===== src/rtl/output_port_arbiter_pkg.sv =====
// output_port_arbiter_pkg: port codes, arbiter states and port-index helpers.
package output_port_arbiter_pkg;
  typedef enum logic {IDLE, LOCKED} state_e;
  localparam logic [2:0] NONE_PORT = 3'd0;
  localparam logic [2:0] N_PORT = 3'd1;
  localparam logic [2:0] W_PORT = 3'd2;
  localparam logic [2:0] L_PORT = 3'd3;
  localparam logic [1:0] IDX_N = 2'd0;
  localparam logic [1:0] IDX_W = 2'd1;
  localparam logic [1:0] IDX_L = 2'd2;
  function automatic logic [2:0] port_code(input logic [1:0] idx);
    return idx == IDX_N ? N_PORT : idx == IDX_W ? W_PORT : L_PORT;
  endfunction
endpackage


===== src/rtl/output_port_arbiter_rr_priority_picker.sv =====
// rr_priority_picker: picks the first requester after last in N -> W -> L order.
module rr_priority_picker
  import output_port_arbiter_pkg::*;
(
  input  logic [2:0] req,
  input  logic [1:0] last,
  output logic [1:0] pick,
  output logic       any
);
  always_comb begin
    any  = |req;
    pick = last == IDX_N ? (req[IDX_W] ? IDX_W : req[IDX_L] ? IDX_L : IDX_N) :
           last == IDX_W ? (req[IDX_L] ? IDX_L : req[IDX_N] ? IDX_N : IDX_W) :
                           (req[IDX_N] ? IDX_N : req[IDX_W] ? IDX_W : IDX_L);
  end
endmodule


===== src/rtl/output_port_arbiter.sv =====
// output_port_arbiter: wormhole round-robin lock of one router output among N/W/L inputs.
module output_port_arbiter
  import output_port_arbiter_pkg::*;
(
  input  logic       clk,
  input  logic       rst,
  input  logic       N_req,
  input  logic       W_req,
  input  logic       L_req,
  input  logic       N_tail,
  input  logic       W_tail,
  input  logic       L_tail,
  input  logic       out_ready,
  output logic [2:0] sel_out,
  output logic       N_grant,
  output logic       W_grant,
  output logic       L_grant,
  output logic       busy
);
  state_e     state_q, state_d;
  logic [1:0] owner_q, owner_d, last_q, last_d, pick;
  logic [2:0] sel_q, sel_d, req, tail, grant;
  logic       any, fire;
  assign req  = {L_req, W_req, N_req};
  assign tail = {L_tail, W_tail, N_tail};
  rr_priority_picker u_pick (
    .req  (req),
    .last (last_q),
    .pick (pick),
    .any  (any)
  );
  // Arbitration only happens from IDLE, so a release always leaves one idle bubble.
  always_comb begin
    grant   = (state_q == LOCKED && out_ready && req[owner_q]) ? 3'b001 << owner_q : 3'b000;
    fire    = |(grant & tail);
    state_d = state_q;
    owner_d = owner_q;
    last_d  = last_q;
    sel_d   = sel_q;
    if (state_q == IDLE && any) begin
      state_d = LOCKED;
      owner_d = pick;
      sel_d   = port_code(pick);
    end else if (fire) begin
      state_d = IDLE;
      last_d  = owner_q;
      sel_d   = NONE_PORT;
    end
  end
  always_ff @(posedge clk or negedge rst) begin
    if (!rst) begin
      state_q <= IDLE;
      owner_q <= IDX_L;
      last_q  <= IDX_L;
      sel_q   <= NONE_PORT;
    end else begin
      state_q <= state_d;
      owner_q <= owner_d;
      last_q  <= last_d;
      sel_q   <= sel_d;
    end
  end
  assign {L_grant, W_grant, N_grant} = grant;
  assign sel_out = sel_q;
  assign busy    = state_q == LOCKED;
endmodule


===== config.mk =====
export PLATFORM = sky130hd
export DESIGN_NAME = output_port_arbiter
export DESIGN_NICKNAME = d
export VERILOG_FILES = /design/src/rtl/output_port_arbiter_pkg.sv /design/src/rtl/output_port_arbiter_rr_priority_picker.sv /design/src/rtl/output_port_arbiter.sv
export SDC_FILE = /design/constraint.sdc
export NUM_CORES = 1
export LEC_CHECK = 0
export ABC_AREA = 0
export BUFFER_PORTS_ARGS = -buffer_cell sky130_fd_sc_hd__buf_2
export CAP_MARGIN = 25
export CORE_AREA = 3 3 40 42
export CTS_CLUSTER_SIZE = 8
export DETAILED_ROUTE_END_ITERATION = 6
export DIE_AREA = 0 0 43 45
export GPL_TIMING_DRIVEN = 0
export HOLD_SLACK_MARGIN = 0.12
export MAX_ROUTING_LAYER = met4
export SYNTH_ARGS = -nofsm -noshare
export SYNTH_HDL_FRONTEND = slang
export SYNTH_HIERARCHICAL = 1
export SYNTH_SLANG_ARGS = --single-unit

===== constraint.sdc =====
create_clock -name clk -period 1.5 [get_ports clk]
set_clock_uncertainty 0.05 [all_clocks]
set_input_delay 0.3 -clock clk [delete_from_list [all_inputs] [get_ports clk]]
set_output_delay 0.3 -clock clk [all_outputs]
set_load 0.05 [all_outputs]

==> impl_table.tex, run 1 <==
\begin{tabular}{lr}
\hline
Metric & Value \\
\hline
\multicolumn{2}{l}{\textbf{Logic synthesis}} \\
Mapped Area & 480 um\^{}2 \\
Most frequent cell after synthesis & sky130\_fd\_sc\_hd\_\_nand2\_1 \\
Commonest cells in the synthesized netlist & 10 x sky130\_fd\_sc\_hd\_\_nand2\_1, 5 x sky130\_fd\_sc\_hd\_\_dfrtp\_1, 5 x sky130\_fd\_sc\_hd\_\_nor2\_1, 5 x sky130\_fd\_sc\_hd\_\_o21ai\_0, 3 x sky130\_fd\_sc\_hd\_\_inv\_1 \\
Fraction of synthesis flops using an asynchronous set or reset pin & 1.00 \\
Post-synth net total & 63 \\
Avg Inst Size Synth & 8.90 um\^{}2 \\
Ys flop type & sky130\_fd\_sc\_hd\_\_dfrtp\_1 \\
Fraction of the yosys area taken by sequential cells & 0.370 \\
Cell count after synthesis & 54 \\
Synthesis warning total & 6 \\
Post-synth EDFFs & 0 \\
Top cells by area, synth & sky130\_fd\_sc\_hd\_\_dfrtp\_1 26\%, sky130\_fd\_sc\_hd\_\_dfstp\_2 11\%, sky130\_fd\_sc\_hd\_\_nand2\_1 7.8\% \\
Post-synth top area cell & sky130\_fd\_sc\_hd\_\_dfrtp\_1 \\
Share of the synthesized area in the top cell type & 0.260 \\
Synthesis-stage register bit count & 7 \\
Number of library cell types mapped by synthesis & 25 \\
\multicolumn{2}{l}{\textbf{Clock tree}} \\
Clk\_lat worst skew & 0.25 ns \\
CTS tree & built \\
Number of clock sinks & 7 \\
Cell at the root of the clock tree & sky130\_fd\_sc\_hd\_\_clkbuf\_4 \\
Number of H-tree branching levels & 1 \\
Maximum buffer depth of the clock tree & 2 \\
Clk pin slew, worst setup/hold paths & 0.05 ns \\
TritonCTS Buffers & 3 \\
\multicolumn{2}{l}{\textbf{Pwr}} \\
Areal power density over the cells & 1720 nW/um\^{}2 \\
Worst vdd rail ir drop & 0.773 mV \\
Leakage power & 0.317 nW \\
Design Power & 1.21 mW \\
\multicolumn{2}{l}{\textbf{Timing}} \\
Setup slack of the critical path after layout & -0.168 ns \\
Share of the cycle needed by the critical path after routing & 1.11 \\
Final hold vios & 0 \\
Setup repair after global routing missed its margin & true \\
Final setup vio count & 3 \\
Shortest clock period the worst path allows after layout & 1.67 ns \\
Final number of max-transition violations & 0 \\
Achievable Freq & 0.599 GHz \\
Worst Hold Margin & 0.298 ns \\
\multicolumn{2}{l}{\textbf{Place}} \\
Count of buffers inserted at the top-level ports & 14 \\
DP Area & 601 um\^{}2 \\
Placed cell count & 83 \\
Routability Congestion & 0.819 \\
Post-detailed-placement half-perimeter wirelength & 790 um \\
\multicolumn{2}{l}{\textbf{Detailed routing}} \\
Vias after detailed routing & 461 \\
Drt pass-1 iters & 4 \\
Per-cell via count in the routed design & 4.90 \\
Remaining routing DRC violations & 0 \\
Routed wire length per instance & 11.2 um \\
Iteration-0 DRC Markers & 9 \\
Final antenna-violating net count & 0 \\
Drt total wl & 1050 um \\
\multicolumn{2}{l}{\textbf{Critical path}} \\
Worst EP required & 1.15 ns \\
Number of buffers and inverters on the critical path & 2 \\
Startpoint types & flop \\
CP cell instances & buf\_6, nand4b\_1, nor2\_4, buf\_6 \\
Reg2reg setup slack & 0.05 ns \\
Most prevalent standard cell on the critical path & sky130\_fd\_sc\_hd\_\_buf\_6 \\
CP max FO & 4 \\
Critical path data arrival time & 1.32 ns \\
Type of the setup path with the least slack & flop to output pin \\
Family with the most delay on the worst path & simple AND/OR/NAND/NOR gates \\
Critical Path Slowest Stage Cell & sky130\_fd\_sc\_hd\_\_dfrtp\_1 \\
Nature of the critical path endpoint & output pin \\
CP peak stage delay & 0.37 ns \\
\multicolumn{2}{l}{\textbf{Die}} \\
Area of the placeable core & 1280 um\^{}2 \\
Die extent in x & 43 um \\
Top-level I/O count & 16 \\
Die Ht & 45 um \\
Standard-cell rows & 13 \\
Initial standard-cell utilization of the core & 0.374 \\
Area enclosed by the die boundary & 1940 um\^{}2 \\
\multicolumn{2}{l}{\textbf{Job}} \\
Total of max-cap violations & 0 \\
\multicolumn{2}{l}{\textbf{Final layout}} \\
Post-layout utilization of the core & 0.550 \\
Non-Filler Cell Area, Final & 707 um\^{}2 \\
Diode insertion count for antenna repair & 0 \\
Final nets & 89 \\
Share of layout cells above drive strength 1 & 0.456 \\
Count of placed standard cells in the final layout, fillers left out & 94 \\
Area growth from synthesis to layout & 47.1\% \\
\multicolumn{2}{l}{\textbf{GRT}} \\
GRT Max-Usage Layer & met2 \\
Maximum number of pins on one net before global-route repair & 8 \\
Global-route track usage on met3 & 0.0359 \\
Global-route usage over all layers & 0.123 \\
Vias in the first global route & 402 \\
Wire length of the first global-routing pass & 1680 um \\
GR Util met1 & 0.149 \\
Met2 track demand over resource in global routing & 0.183 \\
Number of antenna violations at the first check in global routing & 0 \\
Total global routing overflow & 0 \\
\multicolumn{2}{l}{\textbf{Outcome}} \\
Outcome & finished, violations left \\
Failing checks & setup timing \\
\multicolumn{2}{l}{\textbf{Hold path}} \\
Class of the worst hold path & input pin to flop \\
\hline
\end{tabular}
worst paths after layout:
check | endpoint | from | cells past startpoint
setup / recovery | L_grant | owner_q[0]$_DFFE_PN0P_ | 4
hold / removal | last_q[1]$_DFFE_PN1P_ | L_tail | 3
setup reg to reg | sel_out[0]$_DFFE_PN0P_ | owner_q[0]$_DFFE_PN0P_ | 5
hold reg to reg | owner_q[1]$_DFFE_PN1P_ | owner_q[1]$_DFFE_PN1P_ | 2
max in group asynchronous | last_q[1]$_DFFE_PN1P_ | rst | 2
min in group asynchronous | last_q[0]$_DFFE_PN0P_ | rst | 2
cell type report:
type	instances	area [um^2]
Sequential cell	7	179
Timing Repair Buffer	21	148
Clock buffer	4	26.3
Fill cell	134	578
Buffer	2	18.8
Multi-Input combinational cell	42	305
Tap cell	15	18.8
Inverter	3	11.3
cell families after synthesis:
group / Yosys count / share of synthesized area
AND/OR/NAND/NOR: 28 / 0.315
AO/OA/AOI/OAI: 10 / 0.156
flip-flops: 7 / 0.370
buffers and inverters: 5 / 0.0625
multiplexers: 3 / 0.0885
other: 1 / 0.00781
placed cells by master (no fill, tap or decap), types with 2 or more instances in the layout:
cell and instances:
sky130_fd_sc_hd__inv_1 3, sky130_fd_sc_hd__nor2b_1 2, sky130_fd_sc_hd__nand2_1 10, sky130_fd_sc_hd__dfrtp_1 4
sky130_fd_sc_hd__buf_4 6, sky130_fd_sc_hd__nand3b_1 2, sky130_fd_sc_hd__clkbuf_4 3, sky130_fd_sc_hd__dfstp_2 2
sky130_fd_sc_hd__o21ai_0 5, sky130_fd_sc_hd__buf_2 11, sky130_fd_sc_hd__nor2_1 3, sky130_fd_sc_hd__buf_6 5
sky130_fd_sc_hd__mux2i_1 2, sky130_fd_sc_hd__nor3_4 2
where the power goes:
part | internal [mW] | total [mW] | switching, mW
Combinational | 0.299 | 0.701 | 0.403
Clock | 0.101 | 0.169 | 0.0678
Sequential | 0.284 | 0.343 | 0.0593
Total | 0.684 | 1.21 | 0.530
repair_timing:
item                                    CTS  global route
hold endpoints to repair                  7             0
resized for setup                         7             1
endpoints found under the setup margin    3             3
hold buffers                              1             0
buffers inserted                          5             1
pin swaps                                 1             1
metal layers:
metal	routed length (um)	part of all wire
met1	479	0.45
met2	483	0.46
met3	75	0.071
met4	14	0.013
met5	0	0
state kept, by name (all words and copies together), names as in the netlist:
register / cells
busy: 1
last_q: 2
owner_q: 2
sel_out: 2
stage by stage:
step / setup WS [ns] / setup TNS (ns)
2_1_floorplan: -0.259 / -0.440
3_3_place_gp: -0.0981 / -0.147
3_5_place_dp: -0.0959 / -0.193
4_1_cts: -0.185 / -0.478
5_1_grt: -0.230 / -0.614
6_report: -0.168 / -0.446
tightest hold or removal path, stage by stage:
cell and delay, ns:
sky130_fd_sc_hd__buf_2 0.10, sky130_fd_sc_hd__nand2_1 0.10, sky130_fd_sc_hd__o22ai_1 0.09
Note: power is estimated with default switching activity, not from simulation.
==> inputs of run 2 (changes only) <==
==> constraint.sdc (replaced) <==
create_clock -name clk -period 1.4 [get_ports clk]
set_clock_uncertainty 0.05 [all_clocks]
set_input_delay 0.28 -clock clk [delete_from_list [all_inputs] [get_ports clk]]
set_output_delay 0.28 -clock clk [all_outputs]
set_load 0.05 [all_outputs]
==> impl_table.tex, run 2 (synthesis results as in run 1) <==
\begin{tabular}{lr}
\hline
Metric & Value \\
\hline
\multicolumn{2}{l}{\textbf{Clock tree}} \\
Clk\_lat worst skew & 0.26 ns (was 0.25 ns) \\
TritonCTS Buffers & 3 (unchanged) \\
Cell at the root of the clock tree & sky130\_fd\_sc\_hd\_\_clkbuf\_4 (unchanged) \\
Number of H-tree branching levels & 1 (unchanged) \\
Maximum buffer depth of the clock tree & 2 (unchanged) \\
CTS tree & built (unchanged) \\
Number of clock sinks & 7 (unchanged) \\
Clk pin slew, worst setup/hold paths & 0.06 ns (was 0.05 ns) \\
\multicolumn{2}{l}{\textbf{Timing}} \\
Worst Hold Margin & 0.320 ns (was 0.298 ns) \\
Setup slack of the critical path after layout & -0.255 ns (was -0.168 ns) \\
Sum of negative setup slack & -0.856 ns (was -0.446 ns) \\
Setup repair after global routing missed its margin & true (unchanged) \\
Final setup vio count & 7 (was 3) \\
Final hold vios & 0 (unchanged) \\
Final number of max-transition violations & 0 (unchanged) \\
Shortest clock period the worst path allows after layout & 1.66 ns \\
Achievable Freq & 0.604 GHz \\
Share of the cycle needed by the critical path after routing & 1.18 \\
\multicolumn{2}{l}{\textbf{Detailed routing}} \\
Drt pass-1 iters & 4 (unchanged) \\
Remaining routing DRC violations & 0 (unchanged) \\
Final antenna-violating net count & 0 (unchanged) \\
Routed wire length per instance & 12.6 um (was 11.2 um) \\
Drt total wl & 1180 um (was 1050 um) \\
Iteration-0 DRC Markers & 5 (was 9) \\
Per-cell via count in the routed design & 5.01 (was 4.90) \\
Vias after detailed routing & 471 (was 461) \\
\multicolumn{2}{l}{\textbf{Pwr}} \\
Cell-internal power & 0.743 mW (was 0.684 mW) \\
Areal power density over the cells & 1840 nW/um\^{}2 (was 1720 nW/um\^{}2) \\
Clk network pwr share & 0.141 (was 0.139) \\
Power dissipated by switching net loads & 0.592 mW (was 0.530 mW) \\
Sequential share of power & 0.278 (was 0.283) \\
Switching power as a share of total power & 0.443 (was 0.437) \\
Leakage power & 0.320 nW (was 0.317 nW) \\
Design Power & 1.34 mW (was 1.21 mW) \\
Worst vdd rail ir drop & 0.904 mV (was 0.773 mV) \\
Logic gate share of total power & 0.580 (was 0.578) \\
\multicolumn{2}{l}{\textbf{Critical path}} \\
Cells on worst reg2reg path & 6 (was 5) \\
Worst EP required & 1.07 ns (was 1.15 ns) \\
Critical path data arrival time & 1.33 ns (was 1.32 ns) \\
R2r endpoint & sel\_out[0]\$\_DFFE\_PN0P\_ (unchanged) \\
CP cell instances & buf\_6, mux2i\_4, nor3\_4, buf\_6 (was buf\_6, nand4b\_1, nor2\_4, buf\_6) \\
Reg2reg setup slack & -0.08 ns (was 0.05 ns) \\
Type of the setup path with the least slack & flop to output pin (unchanged) \\
Most prevalent standard cell on the critical path & sky130\_fd\_sc\_hd\_\_buf\_6 (unchanged) \\
CP Launch Point & owner\_q[0]\$\_DFFE\_PN0P\_ (unchanged) \\
Critical Path Slowest Stage Cell & sky130\_fd\_sc\_hd\_\_dfrtp\_1 (unchanged) \\
CP max FO & 4 (unchanged) \\
FF-to-FF Start & owner\_q[0]\$\_DFFE\_PN0P\_ (unchanged) \\
Nature of the critical path endpoint & output pin (unchanged) \\
Startpoint types & flop (unchanged) \\
CP peak stage delay & 0.37 ns (about the same) \\
\multicolumn{2}{l}{\textbf{Die}} \\
Area of the placeable core & 1280 um\^{}2 (unchanged) \\
Initial standard-cell utilization of the core & 0.374 (unchanged) \\
Standard-cell rows & 13 (unchanged) \\
Top-level I/O count & 16 (unchanged) \\
Area enclosed by the die boundary & 1940 um\^{}2 (unchanged) \\
Die extent in x & 43 um (unchanged) \\
Die Ht & 45 um (unchanged) \\
\multicolumn{2}{l}{\textbf{GRT}} \\
Wire length of the first global-routing pass & 1990 um (was 1680 um) \\
Global-route usage over all layers & 0.148 (was 0.123) \\
Total global routing overflow & 0 (unchanged) \\
Number of antenna violations at the first check in global routing & 0 (unchanged) \\
Maximum number of pins on one net before global-route repair & 8 (unchanged) \\
Vias in the first global route & 455 (was 402) \\
\multicolumn{2}{l}{\textbf{Place}} \\
Post-detailed-placement half-perimeter wirelength & 844 um (was 790 um) \\
Placed cell count & 83 (unchanged) \\
Count of buffers inserted at the top-level ports & 14 (unchanged) \\
Routability Congestion & 0.758 (was 0.819) \\
\multicolumn{2}{l}{\textbf{Outcome}} \\
Outcome & finished, violations left (unchanged) \\
Failing checks & setup timing (unchanged) \\
\multicolumn{2}{l}{\textbf{Job}} \\
Total of max-cap violations & 0 (unchanged) \\
\multicolumn{2}{l}{\textbf{Hold path}} \\
Class of the worst hold path & input pin to flop (unchanged) \\
Min-Delay Startpoint & L\_tail (unchanged) \\
Worst Hold Depth & 3 (unchanged) \\
Worst hold endpoint & last\_q[1]\$\_DFFE\_PN1P\_ (unchanged) \\
\multicolumn{2}{l}{\textbf{Final layout}} \\
Count of placed standard cells in the final layout, fillers left out & 94 (unchanged) \\
Final nets & 89 (unchanged) \\
Share of layout cells above drive strength 1 & 0.481 (was 0.456) \\
Diode insertion count for antenna repair & 0 (unchanged) \\
Commonest non-fill, non-tap cell in the layout & sky130\_fd\_sc\_hd\_\_buf\_2 (unchanged) \\
Area growth from synthesis to layout & 50.8\% (was 47.1\%) \\
Commonest cells after routing, fill and taps aside & 11 x sky130\_fd\_sc\_hd\_\_buf\_2, 10 x sky130\_fd\_sc\_hd\_\_nand2\_1, 6 x sky130\_fd\_sc\_hd\_\_buf\_6, 5 x sky130\_fd\_sc\_hd\_\_buf\_4, 4 x sky130\_fd\_sc\_hd\_\_dfrtp\_1 (was 11 x sky130\_fd\_sc\_hd\_\_buf\_2, 10 x sky130\_fd\_sc\_hd\_\_nand2\_1, 6 x sky130\_fd\_sc\_hd\_\_buf\_4, 5 x sky130\_fd\_sc\_hd\_\_buf\_6, 5 x sky130\_fd\_sc\_hd\_\_o21ai\_0) \\
\hline
\end{tabular}
==> run 2: how the worst max path moves through the flow <==
| stage | cells past startpoint | endpoint | slack (ns) |
|---|---|---|---|
| after floorplan | 2 | W_grant | -0.33 |
| after CTS | 4 | W_grant | -0.28 |
| after global placement | 3 | W_grant | -0.15 |
| after global routing | 4 | W_grant | -0.31 |
| final | 4 | N_grant | -0.26 |
| after detailed placement | 3 | W_grant | -0.15 |
==> run 2: worst max-delay path: cells and delay by family, from the launching register on <==
family / cells / cell delay (ns)
AND/OR/NAND/NOR: 1 / 0.19
multiplexers: 1 / 0.21
flip-flops: 1 / 0.37
buffers and inverters: 2 / 0.30
==> run 2: through the flow <==
stage	area (um^2)	utilization	setup WS [ns]
floorplan	512	-	-0.333
global placement	601	0.467	-0.154
detailed placement	601	0.467	-0.150
CTS	696	0.541	-0.276
global route	724	0.564	-0.314
finish	724	0.564	-0.255
==> run 2: cell type report <==
class                           instances  area, um^2
Fill cell                             123         561
Tap cell                               15        18.8
Clock buffer                            4        26.3
Timing Repair Buffer                   21         151
Inverter                                3        11.3
Buffer                                  2        18.8
Multi-Input combinational cell         42         319
Sequential cell                         7         179
==> run 2: repair_timing <==
item	4_1_cts	5_1_grt
endpoints found under the setup margin	4	7
hold buffers	1	0
buffers inserted	5	1
pin swaps	3	4
gates resized for setup	7	7
hold endpoints to repair	7	0
==> run 2: power by group through the flow <==
stage	sequential (mW)	clock (mW)	combinational (mW)
after detailed placement	0.370	0	0.643
final	0.372	0.189	0.775
after global placement	0.369	0	0.637
after floorplan	0.465	0	0.412
after CTS	0.368	0.195	0.734
after global routing	0.385	0.201	0.835
==> run 2: routing by layer <==
layer / track usage / routed length, um / up-vias
met5: - / 0 / -
met4: 0.127 / 37 / 0
met3: 0.0159 / 81 / 4
met2: 0.207 / 525 / 19
met1: 0.191 / 539 / 212
li1: - / - / 236
==> inputs of run 3 (changes only) <==
--- a/config.mk
+++ b/config.mk
@@ -8,13 +8,16 @@
 export ABC_AREA = 0
 export BUFFER_PORTS_ARGS = -buffer_cell sky130_fd_sc_hd__buf_2
 export CAP_MARGIN = 25
-export CORE_AREA = 3 3 40 42
+export CELL_PAD_IN_SITES_DETAIL_PLACEMENT = 1
+export CELL_PAD_IN_SITES_GLOBAL_PLACEMENT = 2
+export CORE_MARGIN = 3
+export CORE_UTILIZATION = 24
 export CTS_CLUSTER_SIZE = 8
 export DETAILED_ROUTE_END_ITERATION = 6
-export DIE_AREA = 0 0 43 45
 export GPL_TIMING_DRIVEN = 0
 export HOLD_SLACK_MARGIN = 0.12
 export MAX_ROUTING_LAYER = met4
+export PLACE_DENSITY_LB_ADDON = 0.1
 export SYNTH_ARGS = -nofsm -noshare
 export SYNTH_HDL_FRONTEND = slang
 export SYNTH_HIERARCHICAL = 1
==> impl_table.tex, run 3 (synthesis results as in run 1) <==
\begin{tabular}{lr}
\hline
Metric & Value \\
\hline
\multicolumn{2}{l}{\textbf{Outcome}} \\
Outcome & finished, violations left (unchanged) \\
Failing checks & setup timing (unchanged) \\
\multicolumn{2}{l}{\textbf{Pwr}} \\
Design Power & 1.34 mW (about the same) \\
Leakage power & 0.314 nW (was 0.320 nW) \\
Areal power density over the cells & 1820 nW/um\^{}2 (was 1840 nW/um\^{}2) \\
Worst vdd rail ir drop & 0.956 mV (was 0.904 mV) \\
\multicolumn{2}{l}{\textbf{Timing}} \\
Final hold vios & 0 (unchanged) \\
Share of the cycle needed by the critical path after routing & 1.19 (was 1.18) \\
Achievable Freq & 0.603 GHz (was 0.604 GHz) \\
Worst Hold Margin & 0.302 ns (was 0.320 ns) \\
Setup repair after global routing missed its margin & true (unchanged) \\
Setup slack of the critical path after layout & -0.259 ns (was -0.255 ns) \\
Final number of max-transition violations & 0 (unchanged) \\
Shortest clock period the worst path allows after layout & 1.66 ns (about the same) \\
Final setup vio count & 8 (was 7) \\
Sum of negative setup slack & -1.07 ns (was -0.856 ns) \\
\multicolumn{2}{l}{\textbf{Place}} \\
Count of buffers inserted at the top-level ports & 14 (unchanged) \\
Post-detailed-placement half-perimeter wirelength & 956 um (was 844 um) \\
Placed cell count & 93 (was 83) \\
Routability Congestion & 0.724 (was 0.758) \\
\multicolumn{2}{l}{\textbf{Final layout}} \\
Share of layout cells above drive strength 1 & 0.494 (was 0.481) \\
Final nets & 87 (was 89) \\
Diode insertion count for antenna repair & 0 (unchanged) \\
Area growth from synthesis to layout & 53.4\% (was 50.8\%) \\
Commonest non-fill, non-tap cell in the layout & sky130\_fd\_sc\_hd\_\_buf\_2 (unchanged) \\
Count of placed standard cells in the final layout, fillers left out & 102 (was 94) \\
Commonest cells after routing, fill and taps aside & 11 x sky130\_fd\_sc\_hd\_\_buf\_2, 10 x sky130\_fd\_sc\_hd\_\_nand2\_1, 5 x sky130\_fd\_sc\_hd\_\_o21ai\_0, 5 x sky130\_fd\_sc\_hd\_\_buf\_4 (was 11 x sky130\_fd\_sc\_hd\_\_buf\_2, 10 x sky130\_fd\_sc\_hd\_\_nand2\_1, 6 x sky130\_fd\_sc\_hd\_\_buf\_6, 5 x sky130\_fd\_sc\_hd\_\_buf\_4, 4 x sky130\_fd\_sc\_hd\_\_dfrtp\_1) \\
\multicolumn{2}{l}{\textbf{Job}} \\
Total of max-cap violations & 0 (unchanged) \\
\multicolumn{2}{l}{\textbf{GRT}} \\
Number of antenna violations at the first check in global routing & 0 (unchanged) \\
Global-route usage over all layers & 0.128 (was 0.148) \\
Vias in the first global route & 528 (was 455) \\
Wire length of the first global-routing pass & 2370 um (was 1990 um) \\
Total global routing overflow & 0 (unchanged) \\
Maximum number of pins on one net before global-route repair & 8 (unchanged) \\
\multicolumn{2}{l}{\textbf{Die}} \\
Initial standard-cell utilization of the core & 0.267 (was 0.374) \\
Area enclosed by the die boundary & 2570 um\^{}2 (was 1940 um\^{}2) \\
Die Ht & 50.7 um (was 45 um) \\
Standard-cell rows & 15 (was 13) \\
Top-level I/O count & 16 (unchanged) \\
Die extent in x & 50.7 um (was 43 um) \\
Area of the placeable core & 1800 um\^{}2 (was 1280 um\^{}2) \\
\multicolumn{2}{l}{\textbf{Critical path}} \\
Type of the setup path with the least slack & flop to output pin (unchanged) \\
Worst EP required & 1.07 ns (about the same) \\
CP peak stage delay & 0.37 ns (about the same) \\
Number of buffers and inverters on the critical path & 1 (was 2) \\
CP cell instances & nand3b\_1, nor3b\_4, buf\_6 (was buf\_6, mux2i\_4, nor3\_4, buf\_6) \\
Reg2reg setup slack & -0.15 ns (was -0.08 ns) \\
Critical path data arrival time & 1.33 ns (about the same) \\
Critical Path Slowest Stage Cell & sky130\_fd\_sc\_hd\_\_dfstp\_2 (was sky130\_fd\_sc\_hd\_\_dfrtp\_1) \\
CP max FO & 3 (was 4) \\
Family with the most delay on the worst path & simple AND/OR/NAND/NOR gates (was flip-flops) \\
Startpoint types & flop (unchanged) \\
Nature of the critical path endpoint & output pin (unchanged) \\
\multicolumn{2}{l}{\textbf{Clock tree}} \\
Cell at the root of the clock tree & sky130\_fd\_sc\_hd\_\_clkbuf\_4 (unchanged) \\
Clk\_lat worst skew & 0.26 ns (about the same) \\
Clk pin slew, worst setup/hold paths & 0.06 ns (about the same) \\
Number of clock sinks & 7 (unchanged) \\
Maximum buffer depth of the clock tree & 2 (unchanged) \\
CTS tree & built (unchanged) \\
TritonCTS Buffers & 3 (unchanged) \\
Number of H-tree branching levels & 1 (unchanged) \\
\multicolumn{2}{l}{\textbf{Detailed routing}} \\
Final antenna-violating net count & 0 (unchanged) \\
Remaining routing DRC violations & 0 (unchanged) \\
Iteration-0 DRC Markers & 3 (was 5) \\
Per-cell via count in the routed design & 4.59 (was 5.01) \\
Drt pass-1 iters & 2 (was 4) \\
Vias after detailed routing & 468 (was 471) \\
Drt total wl & 1370 um (was 1180 um) \\
Routed wire length per instance & 13.5 um (was 12.6 um) \\
\multicolumn{2}{l}{\textbf{Hold path}} \\
Class of the worst hold path & input pin to flop (unchanged) \\
\hline
\end{tabular}
[run 3: final cells by class]
| type | instances | area [um^2] |
|---|---|---|
| fill | 221 | 1060 |
| multi-input combinational | 42 | 337 |
| inverter | 3 | 11.3 |
| buffer | 1 | 7.51 |
| tap | 25 | 31.3 |
| timing repair buffer | 20 | 144 |
| sequential | 7 | 180 |
| clock buffer | 4 | 26.3 |
[run 3: path summary, 6_finish.rpt]
kind | start | endpoint | depth (start not counted)
worst max-delay path | owner_q[1]$_DFFE_PN1P_ | W_grant | 3
worst min-delay path | L_tail | last_q[1]$_DFFE_PN1P_ | 3
worst max register to register | owner_q[1]$_DFFE_PN1P_ | sel_out[0]$_DFFE_PN0P_ | 5
worst min register to register | owner_q[1]$_DFFE_PN1P_ | owner_q[1]$_DFFE_PN1P_ | 2
max in group asynchronous | rst | last_q[1]$_DFFE_PN1P_ | 2
min in group asynchronous | rst | last_q[0]$_DFFE_PN0P_ | 2
[run 3: worst register-to-register path, cell delays in order (launching register included)]
cell and delay, ns:
sky130_fd_sc_hd__dfstp_2 0.37, sky130_fd_sc_hd__nand3b_1 0.28, sky130_fd_sc_hd__buf_4 0.21, sky130_fd_sc_hd__buf_6 0.12, sky130_fd_sc_hd__nor3_4 0.24, sky130_fd_sc_hd__o32ai_2 0.14
[run 3: timing repair]
action	CTS	global route
hold buffers	1	0
buffers inserted	4	2
pin swaps	4	5
gates resized for setup	9	7
endpoints found under the hold margin	7	0
endpoints found under the setup margin	6	8
[run 3: per-stage QoR]
step | cell area (um^2) | setup slack, ns | utilization
after floorplan | 512 | -0.333 | -
after global placement | 613 | -0.181 | 0.340
after detailed placement | 613 | -0.192 | 0.340
after CTS | 711 | -0.292 | 0.394
after global routing | 737 | -0.343 | 0.409
final | 737 | -0.259 | 0.409
[run 3: where the power goes]
| part | switching (mW) | internal [mW] | leakage (nW) |
|---|---|---|---|
| logic | 0.440 | 0.315 | 0.221 |
| clock network | 0.0822 | 0.109 | 0.0150 |
| registers | 0.0860 | 0.306 | 0.0777 |
| total | 0.608 | 0.730 | 0.314 |
[run 3: layer usage]
layer,wire length (um),GRT usage,vias up
li1,-,-,230
met1,621,0.152,219
met2,633,0.202,17
met3,108,0.0564,2
met4,11,0.0269,0
met5,0,-,-
